File: src/rtl/fwd_pkg.sv
// fwd_pkg: shared types and helpers for the EX-stage operand forwarding unit.
//   fwd_tag_t   : one in-flight destination tag {v, wen, load, dst}
//   TAG_BUBBLE  : empty tag pushed into the pipe for flushed/stalled/idle slots
//   SEL_BUS     : select encoding meaning "use register-file data"
//   fwd_clog2() : elaboration-time ceil(log2(n)) used to size the select field
package fwd_pkg;

    // Widest register address a tag can hold; narrower addresses are
    // zero-extended on the way in so comparisons stay exact.
    localparam int TAG_AW = 8;

    // Select value 0 means the register-file bus; k means stage k.
    localparam int SEL_BUS = 0;

    typedef struct packed {
        logic              v;
        logic              wen;
        logic              load;
        logic [TAG_AW-1:0] dst;
    } fwd_tag_t;

    localparam fwd_tag_t TAG_BUBBLE = '0;

    function automatic int fwd_clog2(input int n);
        int r;
        r = 0;
        for (int i = 0; i < 31; i++) begin
            if ((64'd1 << i) < 64'(n)) r = i + 1;
        end
        return r;
    endfunction

endpackage

File: src/rtl/fwd_operand_sel.sv
// fwd_operand_sel: priority match, data mux and load-use hazard detection for
// one source operand.
// Ports:
//   tags      in   NSTG tags, stage k (1-based) at index k-1
//   src_addr  in   AW   source register address of this operand
//   bus       in   DW   register-file read data for this operand
//   stg_data  in   NSTG*DW result data, stage k at [(k-1)*DW +: DW]
//   opnd      out  DW   forwarded operand
//   fwd_sel   out  SW   0 = bus, k = stage k
//   hazard    out  1    youngest producer is a load whose data is not ready
module fwd_operand_sel
    import fwd_pkg::*;
#(
    parameter int DW     = 32,
    parameter int AW     = 5,
    parameter int NSTG   = 2,
    parameter int LD_RDY = 2,
    parameter int SW     = 2
) (
    input  fwd_tag_t [NSTG-1:0]    tags,
    input  logic [AW-1:0]          src_addr,
    input  logic [DW-1:0]          bus,
    input  logic [NSTG*DW-1:0]     stg_data,
    output logic [DW-1:0]          opnd,
    output logic [SW-1:0]          fwd_sel,
    output logic                   hazard
);

    logic [TAG_AW-1:0] src_ext;
    logic [DW-1:0]     win_data;
    logic [SW-1:0]     win_sel;
    logic              win_unready;

    assign src_ext = TAG_AW'(src_addr);

    // Scan oldest to youngest so the last hit (smallest k) wins. r0 never
    // matches, so it always falls through to the bus.
    always_comb begin
        win_data    = bus;
        win_sel     = SW'(SEL_BUS);
        win_unready = 1'b0;
        for (int k = NSTG; k >= 1; k--) begin
            if (tags[k-1].v && tags[k-1].wen && (tags[k-1].dst == src_ext) &&
                (src_addr != '0)) begin
                win_data    = stg_data[(k-1)*DW +: DW];
                win_sel     = SW'(k);
                win_unready = tags[k-1].load && (k < LD_RDY);
            end
        end
    end

    // A younger unready load masks any older ready match: the operand is
    // parked on the bus value until the load reaches a ready stage.
    assign hazard  = win_unready;
    assign opnd    = win_unready ? bus : win_data;
    assign fwd_sel = win_unready ? SW'(SEL_BUS) : win_sel;

endmodule

File: src/rtl/operand_forward_unit.sv
// operand_forward_unit: parametrised EX-stage operand bypass. Tracks the
// destination tags of NSTG post-EX stages and forwards the youngest matching
// result to each of NSRC operands, requesting a stall on load-use hazards.
// Optional feature macro: FWD_STATS_EN adds a saturating stall counter output.
// Ports:
//   clk, rst   clock (rising edge), asynchronous active-high reset
//   hold       global freeze: tag pipe holds every stage
//   ex_valid   EX holds a real instruction
//   ex_flush   kill EX instruction (bubble enters stage 1)
//   ex_wen     EX instruction writes a register
//   ex_load    EX instruction is a load
//   ex_dst     EX destination register
//   src_addr   NSRC source addresses, operand i at [i*AW +: AW]
//   bus        NSRC register-file read values, operand i at [i*DW +: DW]
//   stg_data   NSTG stage results, stage k at [(k-1)*DW +: DW]
//   opnd       NSRC forwarded operands
//   fwd_sel    NSRC selects (0 = bus, k = stage k), SW bits each
//   stall      load-use stall request
//   stall_cnt  (FWD_STATS_EN only) stall cycles seen while not held, saturating
module operand_forward_unit
    import fwd_pkg::*;
#(
    parameter int DW     = 32,
    parameter int AW     = 5,
    parameter int NSRC   = 2,
    parameter int NSTG   = 2,
    parameter int LD_RDY = 2,
    localparam int SW    = fwd_clog2(NSTG + 1)
) (
    input  logic                 clk,
    input  logic                 rst,
    input  logic                 hold,
    input  logic                 ex_valid,
    input  logic                 ex_flush,
    input  logic                 ex_wen,
    input  logic                 ex_load,
    input  logic [AW-1:0]        ex_dst,
    input  logic [NSRC*AW-1:0]   src_addr,
    input  logic [NSRC*DW-1:0]   bus,
    input  logic [NSTG*DW-1:0]   stg_data,
    output logic [NSRC*DW-1:0]   opnd,
    output logic [NSRC*SW-1:0]   fwd_sel,
    output logic                 stall
`ifdef FWD_STATS_EN
    ,
    output logic [31:0]          stall_cnt
`endif
);

    fwd_tag_t [NSTG-1:0] tag_q, tag_d;
    fwd_tag_t            ex_tag;
    logic [NSRC-1:0]     hazard;

    always_comb begin
        ex_tag      = TAG_BUBBLE;
        ex_tag.v    = 1'b1;
        ex_tag.wen  = ex_wen;
        ex_tag.load = ex_load;
        ex_tag.dst  = TAG_AW'(ex_dst);
    end

    // Tag pipe: shifts one stage per unheld cycle. A stalled EX instruction
    // must not enter, so stall injects a bubble and lets the load advance.
    always_comb begin
        tag_d = tag_q;
        if (!hold) begin
            for (int k = NSTG - 1; k >= 1; k--) begin
                tag_d[k] = tag_q[k-1];
            end
            tag_d[0] = (ex_valid && !ex_flush && !stall) ? ex_tag : TAG_BUBBLE;
        end
    end

    always_ff @(posedge clk or posedge rst) begin
        if (rst) begin
            tag_q <= '0;
        end else begin
            tag_q <= tag_d;
        end
    end

    for (genvar i = 0; i < NSRC; i++) begin : g_opnd
        fwd_operand_sel #(
            .DW     (DW),
            .AW     (AW),
            .NSTG   (NSTG),
            .LD_RDY (LD_RDY),
            .SW     (SW)
        ) u_sel (
            .tags     (tag_q),
            .src_addr (src_addr[i*AW +: AW]),
            .bus      (bus[i*DW +: DW]),
            .stg_data (stg_data),
            .opnd     (opnd[i*DW +: DW]),
            .fwd_sel  (fwd_sel[i*SW +: SW]),
            .hazard   (hazard[i])
        );
    end

    assign stall = |hazard;

`ifdef FWD_STATS_EN
    logic [31:0] stall_cnt_q, stall_cnt_d;

    always_comb begin
        stall_cnt_d = stall_cnt_q;
        if (stall && !hold && (stall_cnt_q != 32'hFFFF_FFFF)) begin
            stall_cnt_d = stall_cnt_q + 32'd1;
        end
    end

    always_ff @(posedge clk or posedge rst) begin
        if (rst) begin
            stall_cnt_q <= '0;
        end else begin
            stall_cnt_q <= stall_cnt_d;
        end
    end

    assign stall_cnt = stall_cnt_q;
`endif

endmodule

File: config.mk
export PLATFORM = sky130hd
export DESIGN_NAME = operand_forward_unit
export DESIGN_NICKNAME = d
export VERILOG_FILES = /design/src/rtl/fwd_pkg.sv /design/src/rtl/fwd_operand_sel.sv /design/src/rtl/operand_forward_unit.sv
export SDC_FILE = /design/constraint.sdc
export NUM_CORES = 1
export LEC_CHECK = 0
export BUFFER_PORTS_ARGS = -buffer_cell sky130_fd_sc_hd__buf_2
export CAP_MARGIN = 20
export CORE_AREA = 2 2 84 86
export CTS_CLUSTER_SIZE = 10
export DETAILED_ROUTE_END_ITERATION = 10
export DIE_AREA = 0 0 86 88
export PLACE_DENSITY = 0.7
export SYNTH_ARGS = -nofsm -noshare
export SYNTH_HDL_FRONTEND = slang
export SYNTH_SLANG_ARGS = --single-unit
File: constraint.sdc
create_clock -name clk -period 2.7 [get_ports clk]
set_clock_uncertainty 0.2 [all_clocks]
set_input_delay 0.135 -clock clk [delete_from_list [all_inputs] [get_ports clk]]
set_output_delay 0.135 -clock clk [all_outputs]
set_load 0.02 [all_outputs]
* After elaboration in Yosys (flattened, before gate mapping)
Cells that the tools add are included.
** Word-level totals
- Bits in registers :: 21
- Input port bits :: 150
** Operators by class
- Multiplexer cells :: 15
- Eq/ne operators :: 4
- Reductions and logical operators :: 17
** Operators by type and width (count)
- 32-bit two-way mux :: 6
- 8-bit by 5-bit equality test with 1-bit output :: 4
- 1-bit logical AND :: 12
- 2-bit two-way mux :: 6
- 11-bit two-way mux :: 1
- 5-bit nonzero test :: 2
- 1-bit zero test :: 2
- 1-bit two-way mux :: 2
- 2-bit OR reduction :: 1

* Longest topological paths before layout
Gate-level depths: netlist of run 1.
- Depth after elaboration :: 8
- Gate-level depth with buffers :: 7

* Hierarchy
A second synthesis of run 1 with hierarchy kept.
** Second synthesis, totals
- Cells, all modules :: 318
- Area total of the unflattened synthesis :: 2618.8 um2
** Modules (own cells, without submodules)
- fwd_operand_sel :: instances 2, cells each 135, area each 963.4 um2, seq. area each 0.0 um2
- operand_forward_unit :: instances 1, cells each 48, area each 691.9 um2, seq. area each 400.4 um2

* Worst setup path before layout of run 1
OpenSTA, ideal clock, no wires.
- Path type :: reg2out
- Start :: register tag_q[0] (netlist name)
- End :: output port opnd[1]
- Cell stages (with the launch flop) :: 8
- Slack :: 0.316 ns
- Path buffers :: 2
- Data arrival time :: 2.049 ns
- Cell sequence :: dfrtp_1 xnor2_1 nand3_1 or3_1 buf_2 a21o_1 buf_2 o21ai_0
** On the way
- Cells in the longest elaborated chain, start to end :: 5
** RTL lines
- start: declaration :: line operand_forward_unit.sv:50 : fwd_tag_t [NSTG-1:0] tag_q, tag_d;
- start signal: assignment :: line operand_forward_unit.sv:78 : tag_q <= tag_d;
- 8-bit by 5-bit equality test with 1-bit output * :: line fwd_operand_sel.sv:43 : if (tags[k-1].v && tags[k-1].wen && (tags[k-1].dst == src_ext) &&
- 1-bit logical AND * (2 in a row) :: line fwd_operand_sel.sv:43
- 32-bit two-way mux / 1-bit two-way mux (equally long branches) :: line fwd_operand_sel.sv:43
- 32-bit two-way mux * :: line fwd_operand_sel.sv:55 : assign opnd = win_unready ? bus : win_data;
- end: declaration :: line operand_forward_unit.sv:41 : output logic [NSRC*DW-1:0] opnd,
Mark *: on every way between the ends. The rest lies on a longest branch, timed or not.

* Final worst setup path of run 1
- Start :: register tag_q[12] (netlist name)
- End :: output port opnd[63]
** On the way
- Cells in the longest elaborated chain, start to end :: 6
** RTL lines (line)
- 8-bit by 5-bit equality test with 1-bit output :: fwd_operand_sel.sv:43
- 1-bit logical AND (2 in a row) :: fwd_operand_sel.sv:43
- 32-bit two-way mux (2 in a row) :: fwd_operand_sel.sv:43
- 32-bit two-way mux :: fwd_operand_sel.sv:55
Every way passes these cells.

==> out/results.ini, run 1 <==
[outcome]
status=finished clean

[power]
ir_drop_mv=0.323
total_leakage_power_nw=1.84
seqPwrFrac_pct=31.8
switchingPower_w=0.000281
combPwrFrac_pct=47.3
p_clk_share_pct=20.9
power_density_nw_per_um2=231
p_int_w=0.000539
p_sw_share_pct=34.2

[final_layout]
largest-register=tag_q
areaGrowthSynthToFinish_pct=65.7
reg_top3=tag_q: 15 flops
stdcell_area_um2=3550
utilization_pct=53.4
largest_reg_flops=15
drive_gt1_share_pct=54.0
nets=636

[critical_path]
worstPathRequired_ns=2.37
critPathCaptureType=primary output
cp_max_fo=8
critPathKind=flop to primary output
crit_arrival_ns=2.29
critPathLaunchType=flop

[floorplanning]
initial_core_util_pct=32.2
dieArea_um2=7570
core_um2=6640
die_h_um=88
die-width_um=86
ioPinCount=219
rows=30

[detailed_routing]
post_drt_via_cell_ratio=5.48
drt_iter0_markers=142
vias=3100
met3_length_um=702
firstDrtPassIters=5
highest_layer=met4
drtAntennaViolNets=0
wl_met1_mm=3.85
dr_wl_met2_mm=4.95
route.detailed.drc=0
post_drt_wl_per_cell_um=17.0
wl_mm=9.65

[yosys]
syn_area_per_cell_um2=8.11
synthAdderAreaFrac_pct=0
synth_top_area_share_pct=17.5
synth_top_family_by_area=compound AO/OA/AOI/OAI gates
synth_nets=414
synth_simple_gate_area_share_pct=15.7
synth_warnings=0
synth-compound-area-share_pct=43.1
synth.area.top_cells=dfrtp_1, a221o_1, a32oi_1, and2_1, xnor2_1
synthCells=264
postSynthRegisterBits=15
ys_types=34
synthMuxAreaShare_pct=3.68
syn_area_um2=2140
seq_area_frac_synth_pct=17.5
synth_top_cell_by_area=dfrtp_1
ys.flop_type=dfrtp_1
synthArstFlopShare_pct=100
synth-edff-count=0
synth_xor_area_share_pct=8.18

[place]
dp_worst_setup_slack_ns=0.193
place_congestion=0.871
io_buffers=218
dp_hpwl_mm=7.20
placed_area_um2=3310

[clock_network]
clk_latency_ns=0.24
clkSinkCount=15
cts_tree=done
clk_pin_slew_ns=0.06
cts_made_buffers=3
htree_levels=1
cts_root_buf=clkbuf_8
clk_path_buf_depth=2

[grt]
grt_start_max_net_pins=34
grt_pass1_vias=2882
grt_pass1_wl_mm=13.9
track_usage_pct=22.6
antenna_found_initial=1
overflow=0

[worst_hold_path]
min-delay-path-class=input port to flop

[timing]
timing.final.ws_setup_ns=0.0735
rsz0062_at_grt=true
tightest_slew_ns=0.872
timing.fmax_mhz=381
relSlewSlack_pct=41.7
post-route-min-period_ns=2.63
hold_viol=0
setup_violations=0
holdWs_ns=0.147
period_share_pct=97.3
report.final.slew_viol_count=0

[flow_run]
cap_violations=0

## through the flow
step	std cells	setup TNS, ns	power (W)
floorplan	264	0	0.000448
global placement	549	0	0.000632
detailed placement	549	0	0.000638
CTS	562	0	0.000818
global route	566	-0.00103	0.000865
finish	566	0	0.000820
## routing by layer
| metal | track usage [%] | vias to the layer above |
|---|---|---|
| met5 | 0 | - |
| met4 | 4.33 | 0 |
| met3 | 1.98 | 12 |
| met2 | 41.8 | 159 |
| met1 | 28.6 | 1455 |
| li1 | - | 1474 |
## repair_timing
action / in CTS / in global routing
gates resized for setup: 2 / 13
pin swaps: 1 / 2
setup endpoints to repair: 32 / 38
hold endpoints to repair: 22 / 0
buffers inserted: 0 / 1
cloned: 1 / 2
hold buffers: 8 / 0
## power groups by stage
stage	registers [W]	logic [W]	clock network [W]
after global placement	0.000262	0.000370	0
final	0.000261	0.000387	0.000172
after global routing	0.000263	0.000417	0.000185
after floorplan	0.000258	0.000190	0
after detailed placement	0.000264	0.000374	0
after CTS	0.000260	0.000384	0.000174
## worst paths after layout
kind,startpoint,end,slack (ns),cells after the start
setup / recovery,tag_q[12]$_DFFE_PP0N_,opnd[63],0.07,6
hold / removal,ex_flush,tag_q[10]$_DFFE_PP0N_,0.15,3
setup reg to reg,tag_q[2]$_DFFE_PP0N_,tag_q[4]$_DFFE_PP0N_,0.63,5
hold reg to reg,tag_q[20]$_DFFE_PP0N_,tag_q[20]$_DFFE_PP0N_,0.31,1
max in group asynchronous,rst,tag_q[0]$_DFFE_PP0N_,1.58,3
min in group asynchronous,rst,tag_q[15]$_DFFE_PP0N_,0.31,3
## critical path: stages (launching register included)
cell     delay (ns)
dfrtp_2        0.43
xnor2_1        0.18
o31ai_1        0.10
or4_4          0.55
o21ba_4        0.29
a221o_1        0.33
buf_2          0.17
## kinds of logic (layout without fill, tap and decap cells)
| logic type | after synthesis | count (layout) |
|---|---|---|
| AOI/OAI and AO/OA | 110 | 113 |
| xor gates and xnor gates | 20 | 20 |
| and+or+nand+nor | 54 | 54 |
| DFF | 15 | 15 |
| other | 0 | 1 |
| muxes | 7 | 7 |
| buffers and inverters | 58 | 276 |
## cell usage after synthesis (2+ instances only)
library cell  instances
o21ai_1              13
buf_2                10
nor3_1                3
a32oi_1              32
nor2_1                2
nor4_1                2
buf_6                 3
and2_1               33
nand3_1               2
dfrtp_1              15
a32o_1                7
clkbuf_1             11
nand2_1               2
inv_1                34
or3_1                 2
xnor2_1              18
nand4_1               2
xor2_1                2
a221o_1              32
mux2_2                7
o21ai_0              19
## cell usage in the layout (no fill, tap or decap), types with 2 or more instances in the layout
cell           Yosys  final
a32o_1             7      7
nand2_1            2      2
nand4_1            2      2
buf_6              3      3
xor2_1             2      2
clkbuf_8           0      3
nor2_1             2      2
buf_2             10    218
nor3_4             0      2
a32oi_2            0      2
xnor2_1           18     16
and2_1            33     33
xnor2_2            0      2
inv_1             34     34
mux2_2             7      7
a221o_1           32     32
dfrtp_1           15     12
buf_4              0      9
o21ba_4            1      4
o21ai_1           13     13
or3_1              2      2
o21ai_0           19     19
dlygate4sd3_1      0      8
a32oi_1           32     30
dfrtp_2            0      3
nand3_1            2      2
## layout make-up
class	count	area [um^2]
clock buffer	4	45.0
antenna	1	2.50
fill	654	3100
timing repair buffer	238	1270
multi-input combinational	194	1620
tap	80	100
sequential	15	379
inverter	34	128
No activity file was read; power rests on OpenSTA's default activity.
==> inputs of run 2 (changes only) <==
clock period = 3 ns   (was 2.7 ns; I/O delays follow)
==> run 2 against run 1 <==
Worst hold slack better by 0.033 ns. Die area stayed put. Critical path type unchanged. Flip-flop and latch count stayed put. Setup slack better by 0.11 ns. First-iteration DRC count is 1.4% lower. Clock-buffer cell count stayed put. Sequential share of layout area is 0.31 points higher. Highest routed layer unchanged. Sequential power is 10% lower. Critical path depth is 1 higher.
==> out/results.ini, run 2 (synthesis results as in run 1) <==
[critical_path]
worstPathRequired_ns=2.65
cpMaxStageDelayCell=dfrtp_1
critPathKind=flop to primary output
critPathCaptureType=primary output
critPathLaunchType=flop
r2r-start=tag_q[0]$_DFFE_PP0N_
r2r_cells=5
crit_arrival_ns=2.47
crit_chain=xnor2_1, nand3_1, or3_1, buf_4, a32oi_1, o21ai_1, buf_2
crit_cells=7
max_stage_delay_ns=0.47
endpoint=opnd[10]
worst-path-buf-inv=2
cp-startpoint=tag_q[0]$_DFFE_PP0N_
cp_max_fo=33
reg2reg_slack_ns=0.99
cp_top_family=simple AND/OR/NAND/NOR gates
worstReg2RegEnd=tag_q[4]$_DFFE_PP0N_

[floorplanning]
core_um2=6640
rows=30
ioPinCount=219
dieArea_um2=7570
initial_core_util_pct=32.2
die-width_um=86
die_h_um=88

[timing]
post-route-min-period_ns=2.82
finalSetupTns_ns=0
report.final.slew_viol_count=0
rsz0062_at_grt=false
setup_violations=0
hold_viol=0
tightest_slew_ns=0.935
relSlewSlack_pct=37.5
timing.fmax_mhz=355
period_share_pct=94.0

[clock_network]
clk_path_buf_depth=2
clkSinkCount=15
cts_made_buffers=3
cts_tree=done
htree_levels=1
clk_pin_slew_ns=0.05
clk_latency_ns=0.24
cts_root_buf=clkbuf_8

[outcome]
status=finished clean

[detailed_routing]
post_drt_wl_per_cell_um=17.0
firstDrtPassIters=4
wl_mm=9.49
drtAntennaViolNets=0
post_drt_via_cell_ratio=5.55
vias=3101
drt_iter0_markers=140
route.detailed.drc=0

[grt]
grt_pass1_wl_mm=14.2
grt_start_max_net_pins=34
track_usage_pct=23.1
grt_pass1_vias=2957
antenna_found_initial=1
overflow=0

[place]
place_congestion=0.856
dp.cells=546
placed_area_um2=3290
dp_hpwl_mm=7.18
io_buffers=218

[worst_hold_path]
min-delay-path-class=input port to flop

[final_layout]
final_cell_mix=buf_2, inv_1, and2_1
instances_no_fill=559
reg_top3=tag_q: 15 flops
areaGrowthSynthToFinish_pct=59.4
utilization_pct=51.4
final_common_cell=buf_2
largest-register=tag_q
largest_reg_flops=15
drive_gt1_share_pct=51.9
stdcell_area_um2=3410
nets=629

[power]
total_leakage_power_nw=1.77
ir_drop_mv=0.299
power.total_w=0.000733
power_density_nw_per_um2=215

[flow_run]
cap_violations=0

run 2: through the flow:
stage | hold WS [ns] | setup WS [ns]
final | 0.180 | 0.180
after global routing | 0.204 | 0.0148
after CTS | 0.165 | 0.0718
after detailed placement | 0.0224 | 0.238
after global placement | 0.0124 | 0.340
after floorplan | -0.149 | 0.601
run 2: metal layers:
layer,track usage (%),up-vias,routed length [um]
met2,42.0,150,4790
met4,7.07,0,232
li1,-,1463,-
met5,0,-,0
met1,28.5,1466,3870
met3,2.64,22,601
run 2: how the worst min path moves through the flow:
stage / startpoint / cells after the start / to
5_1_grt: ex_flush / 3 / tag_q[10]$_DFFE_PP0N_
3_5_place_dp: rst / 2 / tag_q[9]$_DFFE_PP0N_
6_report: hold / 2 / tag_q[1]$_DFFE_PP0N_
3_3_place_gp: rst / 2 / tag_q[8]$_DFFE_PP0N_
4_1_cts: ex_flush / 3 / tag_q[10]$_DFFE_PP0N_
2_1_floorplan: rst / 1 / tag_q[0]$_DFFE_PP0N_
run 2: area by class of cell:
| class | count | area (um^2) |
|---|---|---|
| Fill cell | 661 | 3230 |
| Multi-Input combinational cell | 191 | 1530 |
| Timing Repair Buffer | 234 | 1230 |
| Sequential cell | 15 | 375 |
| Inverter | 34 | 128 |
| Tap cell | 80 | 100 |
| Clock buffer | 4 | 45.0 |
| Antenna cell | 1 | 2.50 |
run 2: power breakdown:
part / switching, W / internal (W) / total, W
Sequential: 0.0000179 / 0.000216 / 0.000234
Clock: 0.0000610 / 0.0000937 / 0.000155
Combinational: 0.000172 / 0.000172 / 0.000344
run 2: timing repair:
item,4_1_cts,5_1_grt
buffers inserted,0,0
resized for setup,0,1
endpoints found under the setup margin,0,32
hold buffers,8,0
hold endpoints to repair,22,0
==> inputs of run 3 (changes only) <==
ABC_AREA = 1   (was default)
CORE_AREA = default   (was 2 2 84 86)
CORE_MARGIN = 2   (was default)
CORE_UTILIZATION = 35   (was default)
DIE_AREA = default   (was 0 0 86 88)
PLACE_DENSITY = 0.61   (was 0.7)
==> run 3 against run 2 <==
First-iteration DRC count rose to 3.9 times the previous value. Sequential power about the same. Register-to-register slack worse by 0.15 ns. Largest cell class unchanged.
==> out/results.ini, run 3 <==
[floorplanning]
rows=40
ioPinCount=219
dieArea_um2=12900
die_h_um=114
initial_core_util_pct=35.4
core_um2=11900
die-width_um=114

[critical_path]
critPathCaptureType=primary output
critPathKind=flop to primary output
worstPathRequired_ns=2.65
r2r_cells=7
max_stage_delay_ns=0.38
crit_arrival_ns=2.17
critPathLaunchType=flop
path_common_cell=nand2_1
cpMaxStageDelayCell=dfrtp_1
crit_chain=nand2_1, a21oi_1, nand2_1, nor2_4, buf_4, nand2_1, buf_4, nand3_1, nand2_1, buf_2
cp_max_fo=42

[detailed_routing]
drtAntennaViolNets=0
post_drt_via_cell_ratio=5.10
vias=5954
drt_iter0_markers=547
post_drt_wl_per_cell_um=13.8
firstDrtPassIters=5
wl_mm=16.1
route.detailed.drc=0

[flow_run]
cap_violations=0

[final_layout]
largest_reg_flops=15
final_common_cell=nand2_1
reg_top3=tag_q: 15 flops
final_cell_mix=nand2_1, buf_2, inv_1
areaGrowthSynthToFinish_pct=30.1
diodes=0
drive_gt1_share_pct=26.0
nets=1171
largest-register=tag_q

[power]
total_leakage_power_nw=3.40
ir_drop_mv=0.193
power_density_nw_per_um2=188

[yosys]
synth.area.top_cells=nand2_1, nand4_1, nand3_1, inv_1, dfrtp_1
synth_top_cell_by_area=nand2_1
seq_area_frac_synth_pct=8.94
synthCells=838
synth_most_common_cell=nand2_1
ys_types=20
syn_area_um2=4200
synthArstFlopShare_pct=100
syn_area_per_cell_um2=5.01
ys.flop_type=dfrtp_1
postSynthRegisterBits=15
synth_top_area_share_pct=23.1
synth-edff-count=0
synth_nets=988
synth_common_cells=nand2_1, inv_1, nand4_1
synth_warnings=0

[clock_network]
cts_made_buffers=3
cts_root_buf=clkbuf_16
htree_levels=1
clk_latency_ns=0.24
clk_path_buf_depth=2
cts_tree=done
clkSinkCount=15
ctsResizeCount=0
clk_pin_slew_ns=0.05

[timing]
relSlewSlack_pct=57.1
timing.fmax_mhz=397
finalSetupTns_ns=0
tightest_slew_ns=0.643
hold_viol=0
setup_violations=0
post-route-min-period_ns=2.52
period_share_pct=84.0
holdWs_ns=0.00154
timing.final.ws_setup_ns=0.480
rsz0062_at_grt=false
report.final.slew_viol_count=0

[grt]
antenna_found_initial=0
overflow=0
track_usage_pct=23.8
grt_start_max_net_pins=67
grt_pass1_wl_mm=25.6
grt_pass1_vias=5287

[worst_hold_path]
min-delay-path-class=input port to flop
hold_depth=3

[place]
dp_hpwl_mm=11.9
dp_worst_setup_slack_ns=0.732
io_buffers=218
place_congestion=0.924

[outcome]
status=finished clean

==> run 3: changes by cell type after synthesis, moves of 12 or more <==
| cell | change |
|---|---|
| nand2_1 | +256 |
| xnor2_1 | -12 |
| a32oi_1 | -32 |
| nand4_1 | +137 |
| and2_1 | -33 |
| a221o_1 | -32 |
| inv_1 | +139 |
| nand3_1 | +130 |
| buf_2 | +20 |
| buf_4 | +15 |
==> run 3: stage by stage <==
| stage | instance area (um^2) | std cells | util, % | total power [W] |
|---|---|---|---|---|
| final | 5460 | 1167 | 46.1 | 0.00103 |
| after global routing | 5460 | 1167 | 46.1 | 0.00109 |
| after CTS | 5460 | 1167 | 46.1 | 0.00103 |
| after detailed placement | 5310 | 1156 | 44.8 | 0.000762 |
| after global placement | 5310 | 1156 | 44.8 | 0.000764 |
| after floorplan | 4200 | 838 | - | 0.000539 |
==> run 3: worst max-delay path, delay by kind of cell (launching register included) <==
kind	cells	cell delay, ns
flip-flops	1	0.38
AND/OR/NAND/NOR	6	0.60
buffers and inverters	3	0.78
AO/OA/AOI/OAI	1	0.14
==> run 3: final cells by class <==
type / count / area, um^2
well taps: 147 / 184
clock buffers: 4 / 78.8
fillers: 1346 / 6400
multi-input cells: 571 / 2780
inverters: 184 / 691
repair buffers: 246 / 1360
flip-flops and latches: 15 / 377
==> run 3: power by group <==
group          internal (W)  switching [W]  leakage [nW]
clock network      0.000180      0.0000766        0.0382
registers          0.000216      0.0000150         0.200
logic              0.000191       0.000347          3.16
==> run 3: final timing paths <==
path                                    endpoint  slack (ns)             startpoint
setup / recovery                        opnd[34]        0.48   tag_q[9]$_DFFE_PP0N_
hold / removal              tag_q[2]$_DFFE_PP0N_       0.002              ex_dst[2]
setup reg to reg            tag_q[8]$_DFFE_PP0N_        0.84   tag_q[2]$_DFFE_PP0N_
hold reg to reg            tag_q[21]$_DFFE_PP0N_        0.32  tag_q[21]$_DFFE_PP0N_
max in group asynchronous   tag_q[8]$_DFFE_PP0N_        1.88                    rst
min in group asynchronous  tag_q[12]$_DFFE_PP0N_        0.31                    rst
==> run 3: kinds of logic (layout without fill, tap and decap cells) <==
kind of cell | after synthesis | after routing | share of synthesized area [%]
AND/OR/NAND/NOR | 552 | 552 | 62.6
flip-flops | 15 | 15 | 8.94
AO/OA/AOI/OAI | 13 | 13 | 1.55
XOR/XNOR | 6 | 6 | 1.25
buffers and inverters | 252 | 434 | 25.7
==> run 3: metal layers <==
metal  global-route usage, %  vias to the layer above  part of all wire, %
met1                    32.3                     2621                   44
met5                       0                        -                    0
li1                        -                     3073                    -
met4                    5.12                        0                  1.2
met2                    41.4                      246                   48
met3                    2.07                       14                  6.4
==> run 3: what timing repair did <==
action / CTS / global route
hold buffers: 7 / 0
buffers inserted: 0 / 0
hold endpoints to repair: 21 / 0
